==> src/rtl/hilo_ctrl.sv <==
// hilo_ctrl: HI/LO register unit with a three-state multiply-accumulate
// sequencer (IDLE -> CAP -> ACC -> IDLE) and move-to/move-from paths.
//
// Ports
//   Clock    : sole clock, rising edge
//   Reset    : asynchronous, active-high
//   ACCEn    : HI/LO-class op presented this cycle
//   Op[3:0]  : 0 MULT, 1 MADD, 2 MSUB, 3 MTHI, 4 MTLO, 5 MFHI, 6 MFLO; 7-15 ignored
//   MulIn    : 64-bit multiplier product, valid with ACCEn
//   RsIn     : source operand for MTHI/MTLO
//   Freeze   : pipeline freeze, holds every register and blocks acceptance
//   Hi, Lo   : architectural HI/LO registers
//   MFOut    : MFHI/MFLO result, zero unless MFValid
//   MFValid  : MFOut valid this cycle
//   StallReq : unit busy and an op is being presented
module hilo_ctrl (
  input  logic        Clock,
  input  logic        Reset,
  input  logic        ACCEn,
  input  logic [3:0]  Op,
  input  logic [63:0] MulIn,
  input  logic [31:0] RsIn,
  input  logic        Freeze,
  output logic [31:0] Hi,
  output logic [31:0] Lo,
  output logic [31:0] MFOut,
  output logic        MFValid,
  output logic        StallReq
);

  typedef enum logic [1:0] {
    IDLE = 2'd0,
    CAP  = 2'd1,
    ACC  = 2'd2
  } state_t;

  typedef enum logic [3:0] {
    OP_MULT = 4'd0,
    OP_MADD = 4'd1,
    OP_MSUB = 4'd2,
    OP_MTHI = 4'd3,
    OP_MTLO = 4'd4,
    OP_MFHI = 4'd5,
    OP_MFLO = 4'd6
  } op_t;

  state_t      state, state_d;
  op_t         op_q;
  logic [63:0] prod_q;
  logic [63:0] result_q;
  logic        accept;
  logic        is_acc_op;

  // Reset is folded in so that MFValid/StallReq drop the instant Reset rises,
  // not just once the state register has been cleared.
  assign accept    = ACCEn && !Freeze && !Reset && (state == IDLE);
  assign is_acc_op = (Op == OP_MULT) || (Op == OP_MADD) || (Op == OP_MSUB);

  // NOTE: every signal driven here gets a default first, so no path through
  // the case statement can leave one unassigned and infer a latch.
  always_comb begin
    state_d  = state;
    StallReq = ACCEn && !Reset && (state != IDLE);
    MFValid  = 1'b0;
    MFOut    = 32'd0;
    case (state)
      IDLE: begin
        if (accept && is_acc_op) state_d = CAP;
        if (accept && (Op == OP_MFHI)) begin
          MFValid = 1'b1;
          MFOut   = Hi;
        end
        if (accept && (Op == OP_MFLO)) begin
          MFValid = 1'b1;
          MFOut   = Lo;
        end
      end
      CAP:     state_d = ACC;
      ACC:     state_d = IDLE;
      default: state_d = IDLE;
    endcase
  end

  // NOTE: registers update with non-blocking assignments so every flop
  // samples the pre-edge values of the others, independent of statement order.
  always_ff @(posedge Clock or posedge Reset) begin
    if (Reset) begin
      state    <= IDLE;
      op_q     <= OP_MULT;
      prod_q   <= 64'd0;
      result_q <= 64'd0;
      Hi       <= 32'd0;
      Lo       <= 32'd0;
    end else if (!Freeze) begin
      state <= state_d;
      case (state)
        IDLE: begin
          if (accept && is_acc_op) begin
            prod_q <= MulIn;
            op_q   <= op_t'(Op);
          end
          if (accept && (Op == OP_MTHI)) Hi <= RsIn;
          if (accept && (Op == OP_MTLO)) Lo <= RsIn;
        end
        CAP: begin
          // {Hi,Lo} cannot change while busy, so the value computed here is
          // still exact when it is committed one edge later.
          case (op_q)
            OP_MADD: result_q <= {Hi, Lo} + prod_q;
            OP_MSUB: result_q <= {Hi, Lo} - prod_q;
            default: result_q <= prod_q;
          endcase
        end
        ACC: begin
          Hi <= result_q[63:32];
          Lo <= result_q[31:0];
        end
        default: ;
      endcase
    end
  end

endmodule
==> config.mk <==
export PLATFORM = sky130hd
export DESIGN_NAME = hilo_ctrl
export DESIGN_NICKNAME = d
export VERILOG_FILES = /design/src/rtl/hilo_ctrl.sv
export SDC_FILE = /design/constraint.sdc
export NUM_CORES = 1
export LEC_CHECK = 0
export ABC_CLOCK_PERIOD_IN_PS = 10800
export BUFFER_PORTS_ARGS = -buffer_cell sky130_fd_sc_hd__buf_2
export CAP_MARGIN = 20
export CORE_ASPECT_RATIO = 0.5
export CORE_UTILIZATION = 40
export CTS_CLUSTER_DIAMETER = 80
export DETAILED_ROUTE_END_ITERATION = 10
export MAX_ROUTING_LAYER = met4
export PLACE_DENSITY = 0.6
export SLEW_MARGIN = 20
export SYNTH_ARGS = -nofsm -noshare
export SYNTH_HDL_FRONTEND = slang
export SYNTH_SLANG_ARGS = --single-unit
==> constraint.sdc <==
create_clock -name Clock -period 10.8 [get_ports Clock]
set_input_delay 0.54 -clock Clock [delete_from_list [all_inputs] [get_ports Clock]]
set_output_delay 0.54 -clock Clock [all_outputs]
set_load 0.01 [all_outputs]
==> results.md, run 1 <==
* First-pass GRT wire length at 71890 um
* Launching element type of the critical path: flip-flop
* Setup slack of the most critical reg-to-reg path at 4590 ps
* CTS HTree Levels at 4
* Most used cells in the layout excluding fill and tap cells: 219 x a21oi_1, 201 x buf_2, 198 x dfrtp_1
* Tightest slew margin relative to the limit at 29.62%
* Summed negative setup slack over all endpoints at 0 ps
* Yosys warnings at 0
* Post-synthesis cell type count at 71
* Number of rows created at floorplan at between 40 and 50
* Final period util at between 50 and 60%
* Biggest cell delay along the critical path at 700 ps
* Required time reported for the critical path endpoint at 11150 ps
* Power density normalized to cell area at 282.5 mW/mm^2
* Initial detailed-routing violation count at roughly 1200
* Path class of the lowest-slack min-delay path: input port to asynchronous set/reset pin
* Count of hold buffers inserted by post-cts repair at 0
* Width of the die at 262.0 um
* Global router's overall resource usage at between 20% and 30%
* Die boundary height at between 100 and 150 um
* Dpl cells at about 2200
* Clock input transition at the sequential cells of the worst setup and hold paths at 80 ps
* Area growth from synthesis to layout at 15.10%
* Remaining global-route overflow at 0
* Placeable core region at 0.03317 sq mm
* Synthesized netlist net count at 1763
* Portion of netlist area occupied by mux cells at 5.137%
* Per-instance average area after synthesis at 8.481 sq um
* Max clock buf depth at 2
* Fill cells at 3321
* Critical path peak fanout at 6
* Final-report max-slew violation count at 0
* Final weighted congestion in routability-driven placement at 0.9975
* Setup repair after global routing missed its margin: false
* Number of sinks driven by the clock tree at 198
* Fin crit period at 6205 ps
* Final net count at 1911
* Post-route DRC at 0
* Ratio of cells with drive above 1 in the final layout at between 10% and 20%
* Result of the run: finished, final reports clean
* Post-Route WL at 47110 um
* Final hold viol count at 0
* Total leakage power at between 7 and 8 nW
* Post-synthesis share of cell area spent on full adders, half adders and majority gates at slightly above 6%
* Combinational family with the most area after synthesis: compound AO/OA/AOI/OAI gates
* Via count of the first global-routing pass at 11630
* Fraction of the mapped netlist area in compound gates at approximately 24%
* Drt via density at 5.742
* Non-Filler Instances at 2196
* Cell-by-cell trace of the critical path: nor4_1 -> nand2_1 -> nor3_1 -> nand3_1 -> nor4_1 -> nand2b_1 -> or2_2 -> o21ai_0 -> xor2_1 -> ha_1 -> and3_1 -> and2_1 -> and3_1 -> nor3_1 -> nand2_1 -> a2111oi_1 -> o21ai_0 -> a21oi_1 -> mux2i_1 -> nand3_1
* Detailed-route wire length per cell at 21.45 um
* Leading cell type in the layout, fill and taps excluded: a21oi_1
* Post-CTS resize count at 0
* Total power consumption of the routed design at 4.396 mW
* Post-synthesis sequential element count at 198
* Setup violation total in the final timing report at 0
* FMAX at 161.2 MHz
* Vias at approximately 13000
* DP HPWL at 35340 um
* Fin worst setup slack at roughly 4600 ps
* Cell area after synthesis at 0.01352 sq mm
* Share of synthesized cell area in and, or, nand and nor gates at about 17%
* Clock tree root driver cell: clkbuf_16
* Number of buffers inserted by port buffering at 201
* Final clock skew at 12.26 ps
* Fin area at between 0.015 and 0.02 sq mm
* Clock tree from TritonCTS: done
* Number of buffers added for setup after CTS at 0
* Crit path capture type: flip-flop
* Synthesized instance count at 1594
* Tightest Pin Transition at 1056 ps
* Clk Latency, worst-skew pair at around 470 ps
* Number of enable-type register cells in the synthesized netlist at 0
* TritonCTS buffer count at 17
* Total iterations of the first detailed-routing run at 5
* Maximum resistive drop on vdd at 103.2 uV
* Master of the slowest instance on the critical path: nor4_1
* Placed cell areas at 0.01495 sq mm
* Number of diodes added for antenna fixing at 0
* Full die area at 0.03458 sq mm
* Worst slack, placed at 4806 ps
* Async set-reset flop share out of synthesis at 100.0%
* Final core occ at between 40% and 50%
* Sequential element share of the synthesized area at 36.65%
* Number of antenna violations at the first check in global routing at 0
* Final ANT Viol Nets at 0
* Worst setup path category: flip-flop to flip-flop
* Final worst hold slack at 136.4 ps
* Top_reg_cell synth: dfrtp_1
* Number of top-level design ports at 202
* Initial cell density of the core at between 40% and 50%
* Largest net degree at the start of global routing at between 70 and 80
* Arrival @ worst endpoint at 6560 ps
* Xor/xnor cell area share of the yosys netlist at 7.765%
* Max-cap check violation count at 0
==> routing by layer <==
metal	part of all wire [%]	vias up	wire length (um)	global-route usage [%]
met5	0	-	0	-
met4	1.3	0	599	5.556
met3	6.9	37	3229	4.729
met2	41	422	19370	38.13
met1	51	6134	23910	44.02
li1	-	6016	-	-
==> critical path, delay by kind of cell (launching register included) <==
kind	cells	cell delay, ps
AOI/OAI and AO/OA	4	1250
xor gates and xnor gates	1	170
adders and majority gates	1	280
DFF	1	460
muxes	1	190
and+or+nand+nor	13	3720
==> cell usage after synthesis (23+ instances only) <==
master,count,area (sq um)
o21ai_0,163,815.8
a21oi_1,220,1101
nand3_1,27,135.1
a21o_1,29,217.7
nor2_1,113,424.2
ha_1,64,800.8
a22o_1,32,280.3
nor2b_1,45,281.5
nand2_1,192,720.7
xnor2_1,59,516.8
dfrtp_1,198,4955
xor2_1,59,516.8
mux2_2,59,664.4
clkbuf_1,74,277.8
inv_1,23,86.33
==> state kept, by name, indices dropped and copies added, names as in the netlist <==
name	flops
state	2
prod_q	64
Lo	32
op_q	4
result_q	64
Hi	32
==> kinds of logic (layout without fill, tap and decap cells) <==
kind of cell    Yosys count  count (layout)
flops                   198             198
fa+ha+maj                65              65
mux                      62              62
compound gates          551             551
simple gates            486             486
xor+xnor                119             119
buf+inv                 113             274
==> layout make-up <==
class / count / area [sq um] / area share (%)
multi-input combinational: 1283 / 8210 / 52.76
sequential: 198 / 4955 / 31.84
timing repair buffer: 219 / 1141 / 7.333
tap: 441 / 551.8 / 3.546
clock buffer: 19 / 442.9 / 2.846
clock inverter: 13 / 166.4 / 1.069
inverter: 23 / 93.84 / 0.6030
==> path summary, 6_finish.rpt <==
path,start,endpoint,depth (start not counted)
setup reg to reg,prod_q[16]$_DFFE_PP0P_,result_q[61]$_DFFE_PP0P_,20
max in group asynchronous,Reset,prod_q[13]$_DFFE_PP0P_,3
setup / recovery,prod_q[16]$_DFFE_PP0P_,result_q[61]$_DFFE_PP0P_,20
hold reg to reg,result_q[37]$_DFFE_PP0P_,result_q[37]$_DFFE_PP0P_,2
hold / removal,Reset,state[0]$_DFFE_PP0P_,2
min in group Clock,MulIn[61],prod_q[61]$_DFFE_PP0P_,3
==> power by group <==
group,internal (mW),switching [mW]
Combinational,0.947,1.44
Sequential,0.992,0.335
Clock,0.356,0.323
Power figures use the tool's default switching activity.
==> inputs of run 2 (changes only) <==
- ABC_CLOCK_PERIOD_IN_PS: 10800 -> 6100
- clock period: 10.8 -> 6.1 ns (I/O delays scaled with it)
==> run 2 against run 1 <==
Effect of this change:
- the flow now finishes with violations (hold timing)
- clock skew hardly changed
- critical path depth is 1 lower
- clock power is 68% higher
- largest cell class unchanged
- register-to-register slack worse by 4100 ps
- sequential power is 77% higher
- die area stayed put
- sequential cell count stayed put
- via count is 0.21% higher
- worst hold slack worse by 140 ps
==> results.md, run 2 (synthesis results as in run 1) <==
* Final hold viol count at 2
* Register cell area after layout at 0.004955 sq mm
* Sequential cell fraction of total power at 30.2%
* Internal power of the cells at 4.022 mW
* Worst setup path category: flip-flop to flip-flop
* Final weighted congestion in routability-driven placement at 1.008
* Fill cells at 3311
* Number of sinks driven by the clock tree at 198
* First-pass GRT wire length at 72820 um
* Remaining global-route overflow at 0
* Clock tree from TritonCTS: done
* Share of total power consumed by net switching at 48.25%
* Area growth from synthesis to layout at 15.57%
* Width of the die at between 200 and 300 um
* DP HPWL at between 30000 and 40000 um
* Full die area at 0.03458 sq mm
* Number of buffers inserted by port buffering at about 200
* Final worst hold slack at -4.719 ps
* Number of diodes added for antenna fixing at 0
* Net load switching power at 3.750 mW
* Max clock buf depth at 2
* CTS HTree Levels at 4
* Portion of total power attributed to combinational logic at a little under three fifths
* Fin area at about 0.016 sq mm
* Tightest slew margin relative to the limit at 35.95%
* Power density normalized to cell area at 497.4 mW/mm^2
* Result of the run: finished with violations
* Initial detailed-routing violation count at approximately 1100
* Failing checks: hold timing
* Final period util at 91.79%
* Setup repair after global routing missed its margin: false
* CP top delay family: compound AO/OA/AOI/OAI gates
* Clk Latency, worst-skew pair at 470 ps
* Crit path capture type: flip-flop
* Arrival @ worst endpoint at a little under 6000 ps
* Placed cell areas at 0.01501 sq mm
* Number of rows created at floorplan at 47
* Final-report max-slew violation count at 0
* Placeable core region at 0.03317 sq mm
* Initial cell density of the core at 40.76%
* Via count of the first global-routing pass at between 10000 and 15000
* Number of top-level design ports at 202
* Most used cells in the layout excluding fill and tap cells: 219 x a21oi_1, 201 x buf_2, 198 x dfrtp_1
* Global router's overall resource usage at 28.80%
* Summed negative setup slack over all endpoints at 0 ps
* Largest net degree at the start of global routing at 130
* Final net count at ~1900
* Die boundary height at ~130 um
* Cells on worst reg2reg path at 19
* Total leakage power at 7.376 nW
* Detailed-route wire length per cell at 21.58 um
* Total iterations of the first detailed-routing run at 5
* Total power consumption of the routed design at 7.772 mW
* Setup violation total in the final timing report at 0
* Fin crit period at around 5600 ps
* Number of antenna violations at the first check in global routing at 0
* Maximum resistive drop on vdd at 193.4 uV
* Clock tree root driver cell: clkbuf_16
* FMAX at 178.6 MHz
* Master of the slowest instance on the critical path: nor4_2
* Total area of multi-input combinational cells at 0.008215 sq mm
* Required time reported for the critical path endpoint at 6440 ps
* Depth of the critical timing path with buffers and inverters included at 19
* Vias at 12640
* Final clock skew at ~12 ps
* Launching element type of the critical path: flip-flop
* Clock network power share at 14.7%
* Final ANT Viol Nets at 0
* Cell-by-cell trace of the critical path: nor4_2 -> buf_4 -> and3_1 -> and3_1 -> nand2_1 -> o31ai_1 -> xor2_1 -> ha_1 -> nand2_1 -> nor4_1 -> a21oi_1 -> o211ai_1 -> a21oi_1 -> o41ai_4 -> a21oi_2 -> o31a_1 -> o21ai_1 -> xnor2_1 -> o22ai_1
* Clock input transition at the sequential cells of the worst setup and hold paths at 80 ps
* TritonCTS buffer count at 17
* Max-cap check violation count at 0
* Leading registers by flop count: prod_q: 64 flops, result_q: 64 flops
* Biggest cell delay along the critical path at around 600 ps
* Critical path peak fanout at 7
* Buf/Inv on CP at 1
* Post-Route WL at 47590 um
* Ratio of cells with drive above 1 in the final layout at 19.90%
* Path class of the lowest-slack min-delay path: input port to asynchronous set/reset pin
* Drt via density at 5.731
* Tightest Pin Transition at between 900 and 1000 ps
* Post-route DRC at 0
* Leading cell type in the layout, fill and taps excluded: a21oi_1
* Count of hold buffers inserted by post-cts repair at 0
[run 2: metal layers]
layer  wire [um]  global-route usage (%)  vias to the layer above
li1            -                       -                     6030
met3        3159                   5.844                       29
met4         434                   4.945                        0
met5           0                       -                        -
met1       24230                   44.07                     6219
met2       19770                   38.93                      358
[run 2: path summary, 6_finish.rpt]
kind	from	end	slack, ps
max reg2reg	prod_q[2]$_DFFE_PP0P_	result_q[62]$_DFFE_PP0P_	500
min reg2reg	result_q[0]$_DFFE_PP0P_	result_q[0]$_DFFE_PP0P_	490
max in group asynchronous	Reset	result_q[10]$_DFFE_PP0P_	4630
min	Reset	op_q[0]$_DFFE_PP0P_	-5
max	prod_q[2]$_DFFE_PP0P_	result_q[62]$_DFFE_PP0P_	500
min in group Clock	MulIn[62]	prod_q[62]$_DFFE_PP0P_	40
[run 2: stage by stage]
| stage | instances | utilization, % | setup WS, ps |
|---|---|---|---|
| finish | 2205 | 47.11 | 501.1 |
| global route | 2205 | 47.11 | 167.4 |
| CTS | 2204 | 47.01 | 459.2 |
| detailed placement | 2172 | 45.26 | 497.3 |
| floorplan | 1594 | - | 397.7 |
| global placement | 2172 | 45.26 | 594.5 |
[run 2: cell type report]
| type | instances | share of cell area (%) |
|---|---|---|
| Clock buffer | 20 | 2.987 |
| Timing Repair Buffer | 228 | 7.864 |
| Sequential cell | 198 | 31.71 |
| Inverter | 23 | 0.6006 |
| Tap cell | 441 | 3.532 |
| Multi-Input combinational cell | 1283 | 52.58 |
| Clock inverter | 12 | 0.7208 |
[run 2: power by group through the flow]
| stage | registers (mW) | logic (mW) | clock network, mW |
|---|---|---|---|
| 2_1_floorplan | 2.17 | 3.02 | 0 |
| 3_3_place_gp | 2.35 | 4.21 | 0 |
| 3_5_place_dp | 2.35 | 4.19 | 0 |
| 4_1_cts | 2.33 | 4.22 | 1.16 |
| 5_1_grt | 2.40 | 4.73 | 1.21 |
| 6_report | 2.35 | 4.28 | 1.14 |
[run 2: timing repair]
item                                    CTS  global route
setup buffers                             0             0
resized for setup                         0             1
endpoints found under the setup margin    0             1
endpoints found under the hold margin     0             0
[run 2: worst reg2reg max path, cell delays in order (launching register included)]
cell and delay [ps]:
dfrtp_1 470, nor4_2 600, buf_4 230, and3_1 320, and3_1 330, nand2_1 140, o31ai_1 250, xor2_1 140
ha_1 430, nand2_1 180, nor4_1 410, a21oi_1 120, o211ai_1 90, a21oi_1 170, o41ai_4 600, a21oi_2 190
o31a_1 380, o21ai_1 190, xnor2_1 140, o22ai_1 90
==> inputs of run 3 (changes only) <==
- ABC_AREA: not set -> 1
- CTS_CLUSTER_SIZE: not set -> 30
- PLACE_DENSITY: 0.6 -> 0.59
==> run 3 against run 2 <==
Effect of this change:
- the run now ends clean
- fmax up 10%
- combinational power up 62%
- clock power up 4%
- clock-buffer cell count down 2
- sequential share of layout area down 5.7 points
- critical path depth unchanged
- sequential power up 8.5%
- total power up 37%
- design area up 22%
- largest power group unchanged
==> results.md, run 3 <==
* Max clock buf depth at 2
* Register cell area after layout at 0.004955 sq mm
* Max-cap check violation count at 0
* Critical path peak fanout at 28
* First-pass GRT wire length at 122300 um
* Initial detailed-routing violation count at 2719
* Clock input transition at the sequential cells of the worst setup and hold paths at 80 ps
* Number of buffers inserted by port buffering at 201
* Synthesized instance count at 2719
* Clock tree from TritonCTS: done
* Via count of the first global-routing pass at around 17000
* Total iterations of the first detailed-routing run at 6
* Crit path capture type: flip-flop
* CTS HTree Levels at 4
* Post-route DRC at 0
* Final net count at around 3000
* Global router's overall resource usage at 41.91%
* Area growth from synthesis to layout at 12.27%
* Cell accounting for the most synthesized area: dfrtp_1
* Number of rows created at floorplan at 52
* Most used cells in the layout excluding fill and tap cells: 866 x nand2_1, 446 x inv_1, 302 x nor2_1
* Final ANT Viol Nets at 0
* Leading registers by flop count: prod_q: 64 flops, result_q: 64 flops
* Cell-by-cell trace of the critical path: nor2_1 -> nand3_2 -> inv_2 -> o21a_1 -> o21ai_2 -> nor2_2 -> o21ai_2 -> xor2_1 -> ha_1 -> nand2_1 -> inv_1 -> a21oi_1 -> nor2_1 -> nor2_1 -> nand2_1 -> a21oi_1 -> nor2_1 -> o21ai_0 -> nand2_1
* Maximum resistive drop on vdd at 292.2 uV
* Count leader, synth: nand2_1
* Post-CTS resize count at 0
* Total leakage power at just over 10 nW
* Die boundary height at 147.5 um
* Placeable core region at 0.04105 sq mm
* Top cell types by occurrence after synthesis: 868 x nand2_1, 447 x inv_1, 302 x nor2_1
* Vias at between 15000 and 20000
* Xor/xnor cell area share of the yosys netlist at 4.600%
* Tightest Pin Transition at between 1000 and 1500 ps
* Fraction of the mapped netlist area in compound gates at a little over an eighth
* Final clock skew at 21.74 ps
* Combinational family with the most area after synthesis: simple AND/OR/NAND/NOR gates
* Sequential element share of the synthesized area at 29.24%
* Number of enable-type register cells in the synthesized netlist at 0
* Top-area cell type share of the netlist area at 29.24%
* Setup repair after global routing missed its margin: false
* Leading cell type in the layout, fill and taps excluded: nand2_1
* Cell area after synthesis at 0.01695 sq mm
* TritonCTS buffer count at 17
* Number of antenna violations at the first check in global routing at 12
* Cell types with the largest area share after synthesis: dfrtp_1 29%, nand2_1 19%, inv_1 9.9%
* Number of top-level design ports at roughly 200
* Final-report max-slew violation count at 0
* Arrival @ worst endpoint at 5440 ps
* Full die area at 0.04324 sq mm
* Final worst hold slack at 8.286 ps
* Most numerous cell on the critical path: nor2_1
* Clk Latency, worst-skew pair at 490 ps
* Total area of multi-input combinational cells at between 0.009 and 0.01 sq mm
* Path class of the lowest-slack min-delay path: input port to flip-flop
* Clock tree root driver cell: clkbuf_16
* Post-synthesis share of cell area spent on full adders, half adders and majority gates at 4.843%
* Post-Route WL at slightly below 90000 um
* Buf/Inv on CP at 2
* Width of the die at 293.1 um
* Yosys warnings at 0
* Required time reported for the critical path endpoint at 6470 ps
* Tightest slew margin relative to the limit at 26.95%
* Ratio of cells with drive above 1 in the final layout at roughly 12%
* FMAX at 197.3 MHz
* Per-instance average area after synthesis at between 6 and 7 sq um
* Final period util at 83.10%
* Drt via density at between 5 and 6
* Biggest cell delay along the critical path at 630 ps
* Setup violation total in the final timing report at 0
* Share of synthesized cell area in and, or, nand and nor gates at 33.08%
* CP top delay family: compound AO/OA/AOI/OAI gates
* Synthesized netlist net count at 2888
* Detailed-route wire length per cell at 25.53 um
* Post-synthesis sequential element count at slightly below 200
* Master of the slowest instance on the critical path: a21oi_1
* Final weighted congestion in routability-driven placement at 1.099
* Fill cells at approximately 4500
* Number of sinks driven by the clock tree at 198
* Result of the run: finished, final reports clean
* Portion of netlist area occupied by mux cells at 2.060%
* Launching element type of the critical path: flip-flop
* Async set-reset flop share out of synthesis at 100.0%
* Number of buffers added for setup after CTS at 0
* Worst setup path category: flip-flop to flip-flop
* Post-synthesis cell type count at 45
* Power density normalized to cell area at between 500 and 600 mW/mm^2
* Largest net degree at the start of global routing at 71
* Initial cell density of the core at 41.28%
* DP HPWL at 73030 um
* Top_reg_cell synth: dfrtp_1
* Remaining global-route overflow at 0
* Final hold viol count at 0
* Fin crit period at 5069 ps
* Summed negative setup slack over all endpoints at 0 ps
run 3: changes by cell type in the layout (fill, tap and decap cells not counted), sizes merged, moves of 16 or more:
cell / before / now
xnor2: 60 / 0
xor2: 59 / 89
nand3: 27 / 119
and3: 18 / 1
o21ai: 168 / 221
nand2: 192 / 872
a22o: 32 / 0
a21o: 29 / 6
nor2: 114 / 315
nor2b: 45 / 0
mux2: 59 / 31
a21oi: 221 / 163
a31oi: 18 / 2
inv: 28 / 462
run 3: worst reg2reg max path: stages, from the launching register on:
cell     delay, ps
dfrtp_1        380
nor2_1         240
nand3_2        400
inv_2          620
o21a_1         280
o21ai_2        100
nor2_2         180
o21ai_2        130
xor2_1         190
ha_1           350
nand2_1        140
inv_1           50
a21oi_1        590
nor2_1          80
nor2_1         150
nand2_1         90
a21oi_1        630
nor2_1          90
o21ai_0        190
nand2_1         70
run 3: area by class of cell:
type	count	area share, %
Antenna cell	6	0.07892
Clock buffer	18	2.256
Clock inverter	14	0.7234
Inverter	457	9.049
Multi-Input combinational cell	1987	52.08
Sequential cell	198	26.04
Tap cell	567	3.729
Timing Repair Buffer	218	6.037
run 3: logic make-up (layout without fill, tap and decap cells):
kind of cell	after synthesis	in the layout
compound gates	424	424
xor+xnor	89	89
fa+ha+maj	65	65
buf+inv	534	707
flops	198	198
mux	31	31
other cells	0	6
simple gates	1378	1378
run 3: final timing paths:
check	from	end	slack [ps]	depth (start not counted)
setup / recovery	op_q[3]$_DFFE_PP0P_	result_q[40]$_DFFE_PP0P_	1030	19
hold / removal	MulIn[8]	prod_q[8]$_DFFE_PP0P_	8	3
setup reg to reg	op_q[3]$_DFFE_PP0P_	result_q[40]$_DFFE_PP0P_	1030	19
hold reg to reg	result_q[37]$_DFFE_PP0P_	result_q[37]$_DFFE_PP0P_	490	2
max in group asynchronous	Reset	Lo[20]$_DFFE_PP0P_	4250	4
min in group asynchronous	Reset	prod_q[56]$_DFFE_PP0P_	470	3
run 3: metrics by stage:
stage	util (%)	power, mW	setup slack (ps)	cell area [sq um]	std cells
finish	46.34	10.66	1031	19030	3465
global route	46.34	11.23	844.7	19020	3464
CTS	46.31	10.27	1328	19010	3459
detailed placement	44.90	9.076	1371	18430	3426
global placement	44.90	9.097	1454	18430	3426
floorplan	-	6.376	1204	16950	2719
run 3: power by group:
part / switching (mW) / internal [mW] / leakage [nW]
registers: 0.711 / 1.84 / 2.35
clock network: 0.635 / 0.543 / 0.281
logic: 4.98 / 1.95 / 7.75
total: 6.33 / 4.33 / 10.4
run 3: per-layer routing:
layer / global-route usage (%) / vias up / wire (um)
met1: 63.34 / 9040 / 42390
met3: 19.53 / 58 / 13980
met5: - / - / 0
li1: - / 8797 / -
met4: 5.838 / 0 / 1117
met2: 48.99 / 1078 / 30980
run 3: what timing repair did:
action | in CTS | in global routing
setup endpoints to repair | 0 | 0
hold buffers | 1 | 0
hold endpoints to repair | 24 | 0
